**src/rtl/div_pkg.sv**
```systemverilog
// Shared definitions for the iterative divider: bus widths, handshake
// levels, FSM state encoding and a small magnitude helper.
package div_pkg;

    localparam int RegBus       = 32;
    localparam int DoubleRegBus = 64;

    localparam logic DivResultReady    = 1'b1;
    localparam logic DivResultNotReady = 1'b0;
    localparam logic DivStart          = 1'b1;
    localparam logic DivStop           = 1'b0;

    typedef enum logic [1:0] {
        DivFree   = 2'b00,
        DivByZero = 2'b01,
        DivOn     = 2'b10,
        DivEnd    = 2'b11
    } div_state_e;

    // Two's complement magnitude of a value when it is treated as signed.
    function automatic logic [RegBus-1:0] abs_val(input logic               is_signed,
                                                  input logic [RegBus-1:0] value);
        if (is_signed && value[RegBus-1]) begin
            return ~value + 32'd1;
        end
        return value;
    endfunction

endpackage

```
**src/rtl/div.sv**
```systemverilog
// Radix-2 restoring divider. One quotient bit is produced per cycle.
// Signed operands are divided as magnitudes and the signs are fixed up on
// the last step. The result is held until the requester drops start_i.
module div
    import div_pkg::*;
(
    input  logic                    clk,
    input  logic                    rst,
    input  logic                    signed_div_i,
    input  logic [RegBus-1:0]       opdata1_i,
    input  logic [RegBus-1:0]       opdata2_i,
    input  logic                    start_i,
    input  logic                    annul_i,
    output logic [DoubleRegBus-1:0] result_o,
    output logic                    ready_o
);

    div_state_e        state;
    div_state_e        state_next;
    logic [4:0]        cnt;
    logic [RegBus-1:0] divisor;
    logic [RegBus-1:0] rem;
    logic [RegBus-1:0] quo;
    logic              neg_q;
    logic              neg_r;

    logic [RegBus:0]   partial;
    logic [RegBus:0]   diff;
    logic              fits;
    logic [RegBus-1:0] rem_step;
    logic [RegBus-1:0] quo_step;
    logic [RegBus-1:0] rem_fix;
    logic [RegBus-1:0] quo_fix;
    logic              accept;

    assign accept = (start_i == DivStart) && !annul_i;

    // One restoring step: shift the next dividend bit into the partial
    // remainder and subtract the divisor; bit 32 of the difference is the borrow.
    always_comb begin
        partial  = {rem, quo[RegBus-1]};
        diff     = partial - {1'b0, divisor};
        fits     = ~diff[RegBus];
        rem_step = fits ? diff[RegBus-1:0] : partial[RegBus-1:0];
        quo_step = {quo[RegBus-2:0], fits};
        rem_fix  = neg_r ? (~rem_step + 32'd1) : rem_step;
        quo_fix  = neg_q ? (~quo_step + 32'd1) : quo_step;
    end

    // State register.
    always_ff @(posedge clk) begin
        if (!rst) begin
            state <= DivFree;
        end else begin
            state <= state_next;
        end
    end

    // Next-state logic for the request / iterate / hold handshake.
    always_comb begin
        state_next = state;
        case (state)
            DivFree: begin
                if (accept) begin
                    state_next = (opdata2_i == '0) ? DivByZero : DivOn;
                end
            end
            DivByZero: begin
                state_next = annul_i ? DivFree : DivEnd;
            end
            DivOn: begin
                if (annul_i) begin
                    state_next = DivFree;
                end else if (cnt == 5'd31) begin
                    state_next = DivEnd;
                end
            end
            DivEnd: begin
                if (start_i == DivStop) begin
                    state_next = DivFree;
                end
            end
            default: state_next = DivFree;
        endcase
    end

    // Datapath: operand capture, iteration, sign fix-up and result hold.
    always_ff @(posedge clk) begin
        if (!rst) begin
            cnt      <= '0;
            divisor  <= '0;
            rem      <= '0;
            quo      <= '0;
            neg_q    <= 1'b0;
            neg_r    <= 1'b0;
            ready_o  <= DivResultNotReady;
            result_o <= '0;
        end else begin
            case (state)
                DivFree: begin
                    cnt      <= '0;
                    ready_o  <= DivResultNotReady;
                    result_o <= '0;
                    if (accept && (opdata2_i != '0)) begin
                        divisor <= abs_val(signed_div_i, opdata2_i);
                        quo     <= abs_val(signed_div_i, opdata1_i);
                        rem     <= '0;
                        neg_q   <= signed_div_i && (opdata1_i[RegBus-1] != opdata2_i[RegBus-1]);
                        neg_r   <= signed_div_i && opdata1_i[RegBus-1];
                    end
                end
                DivByZero: begin
                    rem <= '0;
                    quo <= '0;
                end
                DivOn: begin
                    if (annul_i) begin
                        cnt <= '0;
                    end else if (cnt == 5'd31) begin
                        cnt <= '0;
                        rem <= rem_fix;
                        quo <= quo_fix;
                    end else begin
                        cnt <= cnt + 5'd1;
                        rem <= rem_step;
                        quo <= quo_step;
                    end
                end
                DivEnd: begin
                    if (start_i == DivStop) begin
                        ready_o  <= DivResultNotReady;
                        result_o <= '0;
                    end else begin
                        ready_o  <= DivResultReady;
                        result_o <= {rem, quo};
                    end
                end
                default: begin
                    ready_o  <= DivResultNotReady;
                    result_o <= '0;
                end
            endcase
        end
    end

endmodule

```
**config.mk**
```make
export PLATFORM = sky130hd
export DESIGN_NAME = div
export DESIGN_NICKNAME = d
export VERILOG_FILES = /design/src/rtl/div_pkg.sv /design/src/rtl/div.sv
export SDC_FILE = /design/constraint.sdc
export NUM_CORES = 1
export LEC_CHECK = 0
export BUFFER_PORTS_ARGS = -buffer_cell sky130_fd_sc_hd__buf_4
export CORE_MARGIN = 2
export CORE_UTILIZATION = 40
export DETAILED_ROUTE_END_ITERATION = 8
export SETUP_SLACK_MARGIN = 0.05
export SYNTH_ARGS = -nofsm -noshare
export SYNTH_HDL_FRONTEND = slang
export SYNTH_SLANG_ARGS = --single-unit
```
**constraint.sdc**
```tcl
create_clock -name clk -period 5 [get_ports clk]
set_input_delay 1 -clock clk [delete_from_list [all_inputs] [get_ports clk]]
set_output_delay 1 -clock clk [all_outputs]
set_load 0.05 [all_outputs]
```
==> results of run 1 <==
worst max-delay path by stage:
stage / startpoint / end / slack (ns) / cells past startpoint
final: quo[31] / rem[30] / 0.02 / 24
after global routing: quo[31] / rem[22] / -0.18 / 23
after CTS: quo[31] / rem[22] / 0.05 / 23
after detailed placement: quo[31] / rem[24] / -0.04 / 23
after global placement: quo[31] / rem[24] / 0.08 / 23
after floorplan: quo[31] / rem[22] / -0.02 / 25
cells by family after synthesis:
kind of cell | after synthesis
xor gates and xnor gates | 143
muxes | 20
and+or+nand+nor | 507
buffers and inverters | 149
DFF | 170
adders and majority gates | 42
AOI/OAI and AO/OA | 496
metrics by stage:
| stage | hold WS (ns) | util |
|---|---|---|
| detailed placement | 0.486 | 0.462 |
| floorplan | 0.452 | - |
| global placement | 0.477 | 0.462 |
| CTS | 0.502 | 0.481 |
| global route | 0.517 | 0.486 |
| finish | 0.500 | 0.486 |
where the power goes:
group	internal, W	switching, W	total, W
clock network	0.000658	0.000644	0.00130
logic	0.00111	0.00192	0.00303
registers	0.00153	0.000205	0.00174
synth_stat cells (all sizes together) (4+ instances only):
| cell type | count | area (µm²) |
|---|---|---|
| dfxtp | 170 | 3400 |
| nand2 | 135 | 507 |
| a21oi | 101 | 528 |
| nor2 | 101 | 395 |
| o21ai | 98 | 490 |
| nor2b | 87 | 544 |
| xnor2 | 81 | 709 |
| a22oi | 77 | 578 |
| clkbuf | 70 | 263 |
| xor2 | 62 | 543 |
| inv | 50 | 188 |
| o211a | 46 | 460 |
| ha | 41 | 513 |
| nor3 | 31 | 166 |
| buf | 29 | 158 |
| nand3 | 27 | 135 |
| nor4 | 20 | 125 |
| a31oi | 19 | 119 |
| and2 | 19 | 119 |
| mux2i | 18 | 180 |
| or3 | 18 | 113 |
| o211ai | 17 | 133 |
| nand2b | 15 | 93.8 |
| o221ai | 15 | 131 |
| o31ai | 14 | 110 |
| o41ai | 12 | 105 |
| a21boi | 11 | 82.6 |
| a21o | 11 | 82.6 |
| a211oi | 10 | 80.1 |
| and3 | 9 | 56.3 |
| and4 | 9 | 78.8 |
| or4 | 9 | 67.6 |
| a41oi | 8 | 70.1 |
| nand3b | 8 | 60.1 |
| nand4 | 7 | 43.8 |
| o21a | 7 | 53.8 |
| o22a | 7 | 61.3 |
| o22ai | 7 | 43.8 |
| a211o | 4 | 35.0 |
cells in the final DEF, fill, tap and decap left out, types with 6 or more instances in the layout:
master,netlist,layout
a22oi_1,77,77
o22ai_1,7,7
a31oi_1,19,19
o211a_1,46,46
or3_1,18,16
and2_1,19,19
a21oi_1,97,94
nand4_1,7,7
o21a_1,6,6
nor2_1,100,98
o31ai_1,13,12
nor4_1,20,20
a21o_1,11,11
buf_4,6,201
o22a_1,7,7
a41oi_1,8,8
nand3_1,27,27
a211oi_1,9,9
nor3_1,30,28
xnor2_1,81,80
and4_1,9,9
nand3b_1,8,8
or4_1,9,9
o221ai_1,15,15
a21boi_0,10,10
xor2_1,62,62
clkbuf_16,0,17
and3_1,9,7
inv_1,49,48
o211ai_1,16,16
dfxtp_1,170,169
o21ai_0,85,84
mux2i_1,18,18
ha_1,41,38
nor2b_1,87,87
o21ai_1,13,13
o41ai_1,12,12
nand2b_1,15,14
nand2_1,135,133
per-layer routing:
| layer | part of all wire | GRT usage | vias up |
|---|---|---|---|
| li1 | - | - | 5835 |
| met3 | 0.071 | 0.0396 | 38 |
| met2 | 0.42 | 0.347 | 397 |
| met1 | 0.50 | 0.365 | 5576 |
| met4 | 0.012 | 0.0536 | 0 |
| met5 | 0 | 0 | - |
registers in the layout, summed over array words and instances, names as in the netlist:
signal    count
cnt           5
divisor      32
neg_q         1
neg_r         1
quo          32
ready_o       1
rem          32
result_o     64
state         2
layout make-up:
type	count	area share
inverters	50	0.0133
well taps	390	0.0338
clock buffers	18	0.0297
repair buffers	203	0.107
multi-input cells	1208	0.571
clock inverters	14	0.00953
flip-flops and latches	170	0.236
repair_timing:
item                       4_1_cts  5_1_grt
pin swaps                        2        7
cloned                           0        0
setup endpoints to repair        3        7
gates resized for setup          2       19
setup buffers                    0        8
worst max-delay path, stage by stage, from the launching register on:
cell and delay [ns]:
dfxtp_2 0.34, inv_2 0.04, ha_4 0.15, fa_2 0.36, nand2b_4 0.16, a211o_1 0.31
a2111o_1 0.49, a21oi_4 0.21, buf_6 0.13, nor3_4 0.05, nor2_8 0.12, clkinv_4 0.09
a21oi_4 0.17, ha_2 0.21, nand2_2 0.06, or3_4 0.36, nor3_4 0.13, or4b_1 0.43
and3_1 0.19, o41a_1 0.14, o21ba_4 0.24, buf_4 0.10, and3_4 0.18, xnor2_2 0.11
o21ai_1 0.07
==> run_results.csv, run 1 <==
group,metric,value,unit
clock_network,clockBufferDepth,2,
power_and_ir_drop,p_per_area,420,nW/µm²
timing,tns,0,ns
cells_and_area,syn_to_final_growth,19.5,%
grt,grt_pass1_wl,60.0,mm
synthesis,synth.avg_cell_area,7.92,µm²
worst_setup_path,arrival,5.29,ns
cells_and_area,fin_cells,2053,
placed_design,post-place-ws,-0.0379,ns
synthesis,ys.flop_type,"dfxtp_1",
timing,relSlewSlack,0.259,
grt,antenna_found_initial,0,
detailed_routing,ant_nets,0,
clock_network,cts.clk_slew.worst_paths,0.07,ns
worst_setup_path,path_class,"reg -> reg",
synthesis,synth_warnings,0,
cells_and_area,num_antenna_cells,0,
power_and_ir_drop,finalPower,0.00607,W
timing,slew_viol_final,0,
clock_network,root_buffer,"clkbuf_16",
status,status,"finished clean",
run,maxCapViolations,0,
timing,final.setup.worst_slack,0.0220,ns
worst_setup_path,cp_max_fo,6,
detailed_routing,drt_iter0_markers,981,
floorplan,die_w,178,µm
grt,grt_use_total,0.239,
synthesis,synthSimpleGateAreaFrac,0.216,
worst_hold_path,min-delay-start,"divisor[16]",
placed_design,dp_cells,2013,
timing,worstMarginPinSlew,1.11,ns
timing,post-route-period-util,0.996,
cells_and_area,multi_input_area,8250,µm²
timing,finalHoldViolCount,0,
synthesis,synth.area.mux_share,0.0168,
synthesis,synth_compound_area_frac,0.288,
floorplan,coreArea,29700,µm²
worst_setup_path,critPathRequiredTime,5.31,ns
power_and_ir_drop,leakage,5.85,nW
timing,fmax,201,MHz
timing,rsz0062_at_grt,"true",
timing,finalCriticalPeriod,4.98,ns
worst_setup_path,cp-start-kind,"flip-flop",
synthesis,synth-seq-cells,170,
floorplan,placementRows,63,
synthesis,synth_edf_count,0,
detailed_routing,num_vias,11800,
synthesis,synth_fa_ha_area_frac,0.0441,
power_and_ir_drop,peakVddDrop,0.374,mV
grt,overflow,0,
synthesis,synth_nets,1638,
cells_and_area,layout.nets,1761,
cells_and_area,regArea,3400,µm²
placed_design,placed_area,13700,µm²
worst_setup_path,r2r_slack,0.02,ns
timing,worst_clock_skew,0.0125,ns
clock_network,postCtsHoldBufs,0,
worst_hold_path,hold_end,"divisor[16]",
floorplan,die_area,31600,µm²
synthesis,synthXorXnorAreaFrac,0.104,
worst_hold_path,min_path_cells,1,
synthesis,ys_seq_area_frac,0.282,
detailed_routing,wire_per_inst,18.3,µm
floorplan,io_pins,134,
detailed_routing,drc_errors,0,
grt,grt_pass1_vias,11000,
worst_setup_path,reg2reg_depth,24,
detailed_routing,wirelength,37.6,mm
floorplan,start_util,0.407,
detailed_routing,drtPass1Iterations,7,
synthesis,synth_top_family_by_area,"compound AO/OA/AOI/OAI gates",
worst_setup_path,r2r_start,"quo[31]",
worst_setup_path,end_kind,"flip-flop",
clock_network,cts_tree,"built",
worst_hold_path,hp-class,"reg -> reg",
synthesis,synth-async-reset-ratio,0,
cells_and_area,final_area,14400,µm²
placed_design,place.gp.congestion,0.943,
synthesis,yosysUniqueCellTypes,84,
clock_network,cts-buffers-inserted,17,
timing,finalSetupViolCount,0,
clock_network,htreeDepth,4,
synthesis,synth_area,12100,µm²
detailed_routing,vias_per_cell,5.77,
synthesis,syn_inst,1527,
worst_setup_path,worstReg2RegEnd,"rem[30]",
placed_design,dp_hpwl,28.1,mm
cells_and_area,n_fill_cell,2932,
placed_design,port_buffers,133,
cells_and_area,drive_gt1_frac,0.168,
grt,grt_max_degree,100,
clock_network,clock-sinks,170,
clock_network,worstSkewPairLatency,0.44,ns
floorplan,die_h,178,µm
Note: power is estimated with default switching activity, not from simulation.
==> run 2, diff against run 1 <==
--- a/config.mk
+++ b/config.mk
@@ -5,6 +5,7 @@
 export SDC_FILE = /design/constraint.sdc
 export NUM_CORES = 1
 export LEC_CHECK = 0
+export ABC_AREA = 1
 export BUFFER_PORTS_ARGS = -buffer_cell sky130_fd_sc_hd__buf_4
 export CORE_MARGIN = 2
 export CORE_UTILIZATION = 40
==> run_results.csv, run 2 <==
group,metric,value,unit
power_and_ir_drop,clock_power_share,0.228,
floorplan,die_h,181,µm
cells_and_area,num_antenna_cells,0,
clock_network,cts.clk_slew.worst_paths,0.07,ns
timing,fmax,230,MHz
cells_and_area,largest_register_ffs,64,
synthesis,synth_area,12600,µm²
power_and_ir_drop,switching_share,0.483,
timing,worstMarginPinSlew,1.02,ns
worst_setup_path,arrival,4.68,ns
worst_setup_path,timing.critical_path.slowest_cell_delay,0.40,ns
timing,finalHoldViolCount,0,
synthesis,yosysUniqueCellTypes,52,
timing,tns,0,ns
grt,grt_pass1_vias,13100,
status,status,"finished clean",
worst_hold_path,hp-class,"reg -> reg",
synthesis,ys_top_cells_by_area,"dfxtp_1, nand2_1, a21oi_1",
timing,finalSetupViolCount,0,
worst_setup_path,r2r_start,"quo[31]",
floorplan,io_pins,134,
worst_setup_path,end_kind,"flip-flop",
worst_setup_path,path_class,"reg -> reg",
cells_and_area,final_cell_mix,"nand2_1, inv_1, a21oi_1",
placed_design,dp_cells,2592,
timing,final.setup.worst_slack,0.656,ns
worst_setup_path,cp-start-kind,"flip-flop",
timing,post-route-period-util,0.869,
placed_design,port_buffers,133,
worst_setup_path,cp_max_fo,7,
clock_network,cts_post_setup_buffers_inserted,0,
timing,relSlewSlack,0.315,
synthesis,synth_edf_count,0,
grt,antenna_found_initial,0,
placed_design,dp_hpwl,32.3,mm
clock_network,worstSkewPairLatency,0.45,ns
floorplan,coreArea,30700,µm²
clock_network,postCtsHoldBufs,0,
grt,grt_use_met2,0.432,
worst_setup_path,crit_end,"quo[30]",
floorplan,placementRows,64,
cells_and_area,drive_gt1_frac,0.110,
cells_and_area,layout.nets,2326,
power_and_ir_drop,leakage,7.18,nW
synthesis,synth_top_area_frac,0.271,
worst_setup_path,path_buf_inv,4,
power_and_ir_drop,peakVddDrop,0.309,mV
synthesis,synth_nets,2227,
power_and_ir_drop,power.switching,0.00307,W
synthesis,synth-seq-cells,170,
timing,fin_hold_ws,0.460,ns
placed_design,place.gp.congestion,0.982,
synthesis,syn_inst,2116,
worst_setup_path,critPathSlowestCell,"fa_1",
clock_network,clock-sinks,170,
synthesis,synth-async-reset-ratio,0,
grt,grtUsageMet1,0.343,
synthesis,ys.flop_type,"dfxtp_1",
grt,grt_pass1_wl,68.9,mm
placed_design,post-place-ws,0.468,ns
clock_network,htreeDepth,4,
detailed_routing,wirelength,42.9,mm
worst_setup_path,r2r_slack,0.66,ns
synthesis,yosysMostFrequentCell,"nand2_1",
power_and_ir_drop,p_per_area,437,nW/µm²
timing,finalCriticalPeriod,4.34,ns
timing,rsz0062_at_grt,"false",
detailed_routing,vias_per_cell,5.29,
power_and_ir_drop,pwr-share-comb,0.495,
detailed_routing,drt_iter0_markers,1034,
floorplan,die_w,181,µm
power_and_ir_drop,internal_power,0.00328,W
clock_network,clockBufferDepth,2,
worst_setup_path,worstReg2RegEnd,"quo[30]",
worst_setup_path,critPathRequiredTime,5.34,ns
detailed_routing,ant_nets,0,
synthesis,synth.avg_cell_area,5.94,µm²
grt,overflow,0,
clock_network,root_buffer,"clkbuf_16",
cells_and_area,final_common_cell,"nand2_1",
detailed_routing,wire_per_inst,16.3,µm
floorplan,die_area,32800,µm²
clock_network,cts_tree,"built",
worst_setup_path,crit_path_start,"quo[31]",
cells_and_area,n_fill_cell,3317,
worst_hold_path,min-delay-start,"quo[7]",
power_and_ir_drop,p_seq_frac,0.278,
clock_network,ctsResizeCount,0,
worst_setup_path,cpLargestDelayFamily,"simple AND/OR/NAND/NOR gates",
synthesis,ys_top_cells_by_count,"nand2_1, inv_1, a21oi_1",
synthesis,synth_top_area_cell,"dfxtp_1",
grt,use_met3,0.0371,
timing,slew_viol_final,0,
synthesis,synth_warnings,0,
detailed_routing,drc_errors,0,
synthesis,ys_seq_area_frac,0.271,
floorplan,start_util,0.409,
grt,grt_use_total,0.262,
grt,grt-busiest-layer,"met2",
grt,grt_max_degree,83,
cells_and_area,syn_to_final_growth,15.8,%
worst_setup_path,reg2reg_depth,29,
cells_and_area,fin_cells,2624,
run,maxCapViolations,0,
cells_and_area,regMostFlops,"result_o",
detailed_routing,drtPass1Iterations,8,
worst_setup_path,crit_cells,29,
timing,worst_clock_skew,0.0146,ns
detailed_routing,num_vias,13900,
clock_network,cts-buffers-inserted,17,
==> run 2: logic make-up after synthesis <==
group           Yosys count  share of synthesized area
simple gates           1091                      0.364
compound gates          405                      0.173
buf+inv                 350                      0.110
flops                   170                      0.271
xor+xnor                 58                     0.0404
fa+ha+maj                42                     0.0424
==> run 2: worst min path at each step <==
stage,endpoint,slack [ns],cells past startpoint
finish,result_o[7],0.46,2
global route,result_o[7],0.48,2
CTS,result_o[7],0.47,2
detailed placement,result_o[7],0.46,2
global placement,result_o[0],0.45,2
floorplan,divisor[11],0.43,2
==> run 2: metrics by stage <==
| step | area [µm²] | util | power [W] |
|---|---|---|---|
| after floorplan | 12600 | - | 0.00398 |
| after global placement | 13900 | 0.453 | 0.00486 |
| after detailed placement | 13900 | 0.453 | 0.00487 |
| after CTS | 14500 | 0.473 | 0.00632 |
| after global routing | 14500 | 0.473 | 0.00680 |
| final | 14500 | 0.473 | 0.00635 |
==> run 2: area by class of cell <==
| cell class | instances | area [µm²] | share of cell area |
|---|---|---|---|
| Inverter | 273 | 1030 | 0.0706 |
| Sequential cell | 170 | 3400 | 0.234 |
| Timing Repair Buffer | 157 | 1190 | 0.0819 |
| Multi-Input combinational cell | 1596 | 7810 | 0.537 |
| Clock buffer | 18 | 429 | 0.0295 |
| Tap cell | 396 | 495 | 0.0341 |
| Clock inverter | 14 | 185 | 0.0127 |
==> run 2: tightest hold or removal path, stage by stage (launching register included) <==
cell,delay (ns)
dfxtp_1,0.31
nand2_1,0.06
a21oi_1,0.05
==> run 2: power groups by stage <==
stage | combinational (W) | sequential (W) | clock, W
6_report | 0.00314 | 0.00176 | 0.00145
5_1_grt | 0.00350 | 0.00179 | 0.00151
4_1_cts | 0.00310 | 0.00176 | 0.00147
3_5_place_dp | 0.00308 | 0.00179 | 0
3_3_place_gp | 0.00308 | 0.00179 | 0
2_1_floorplan | 0.00226 | 0.00172 | 0
==> run 2: layer usage <==
layer | share of wire | wire, µm | vias to the layer above
met5 | 0 | 0 | -
met4 | 0.035 | 1510 | 0
met3 | 0.065 | 2770 | 87
met2 | 0.46 | 19600 | 482
met1 | 0.44 | 19000 | 6316
li1 | - | - | 6991
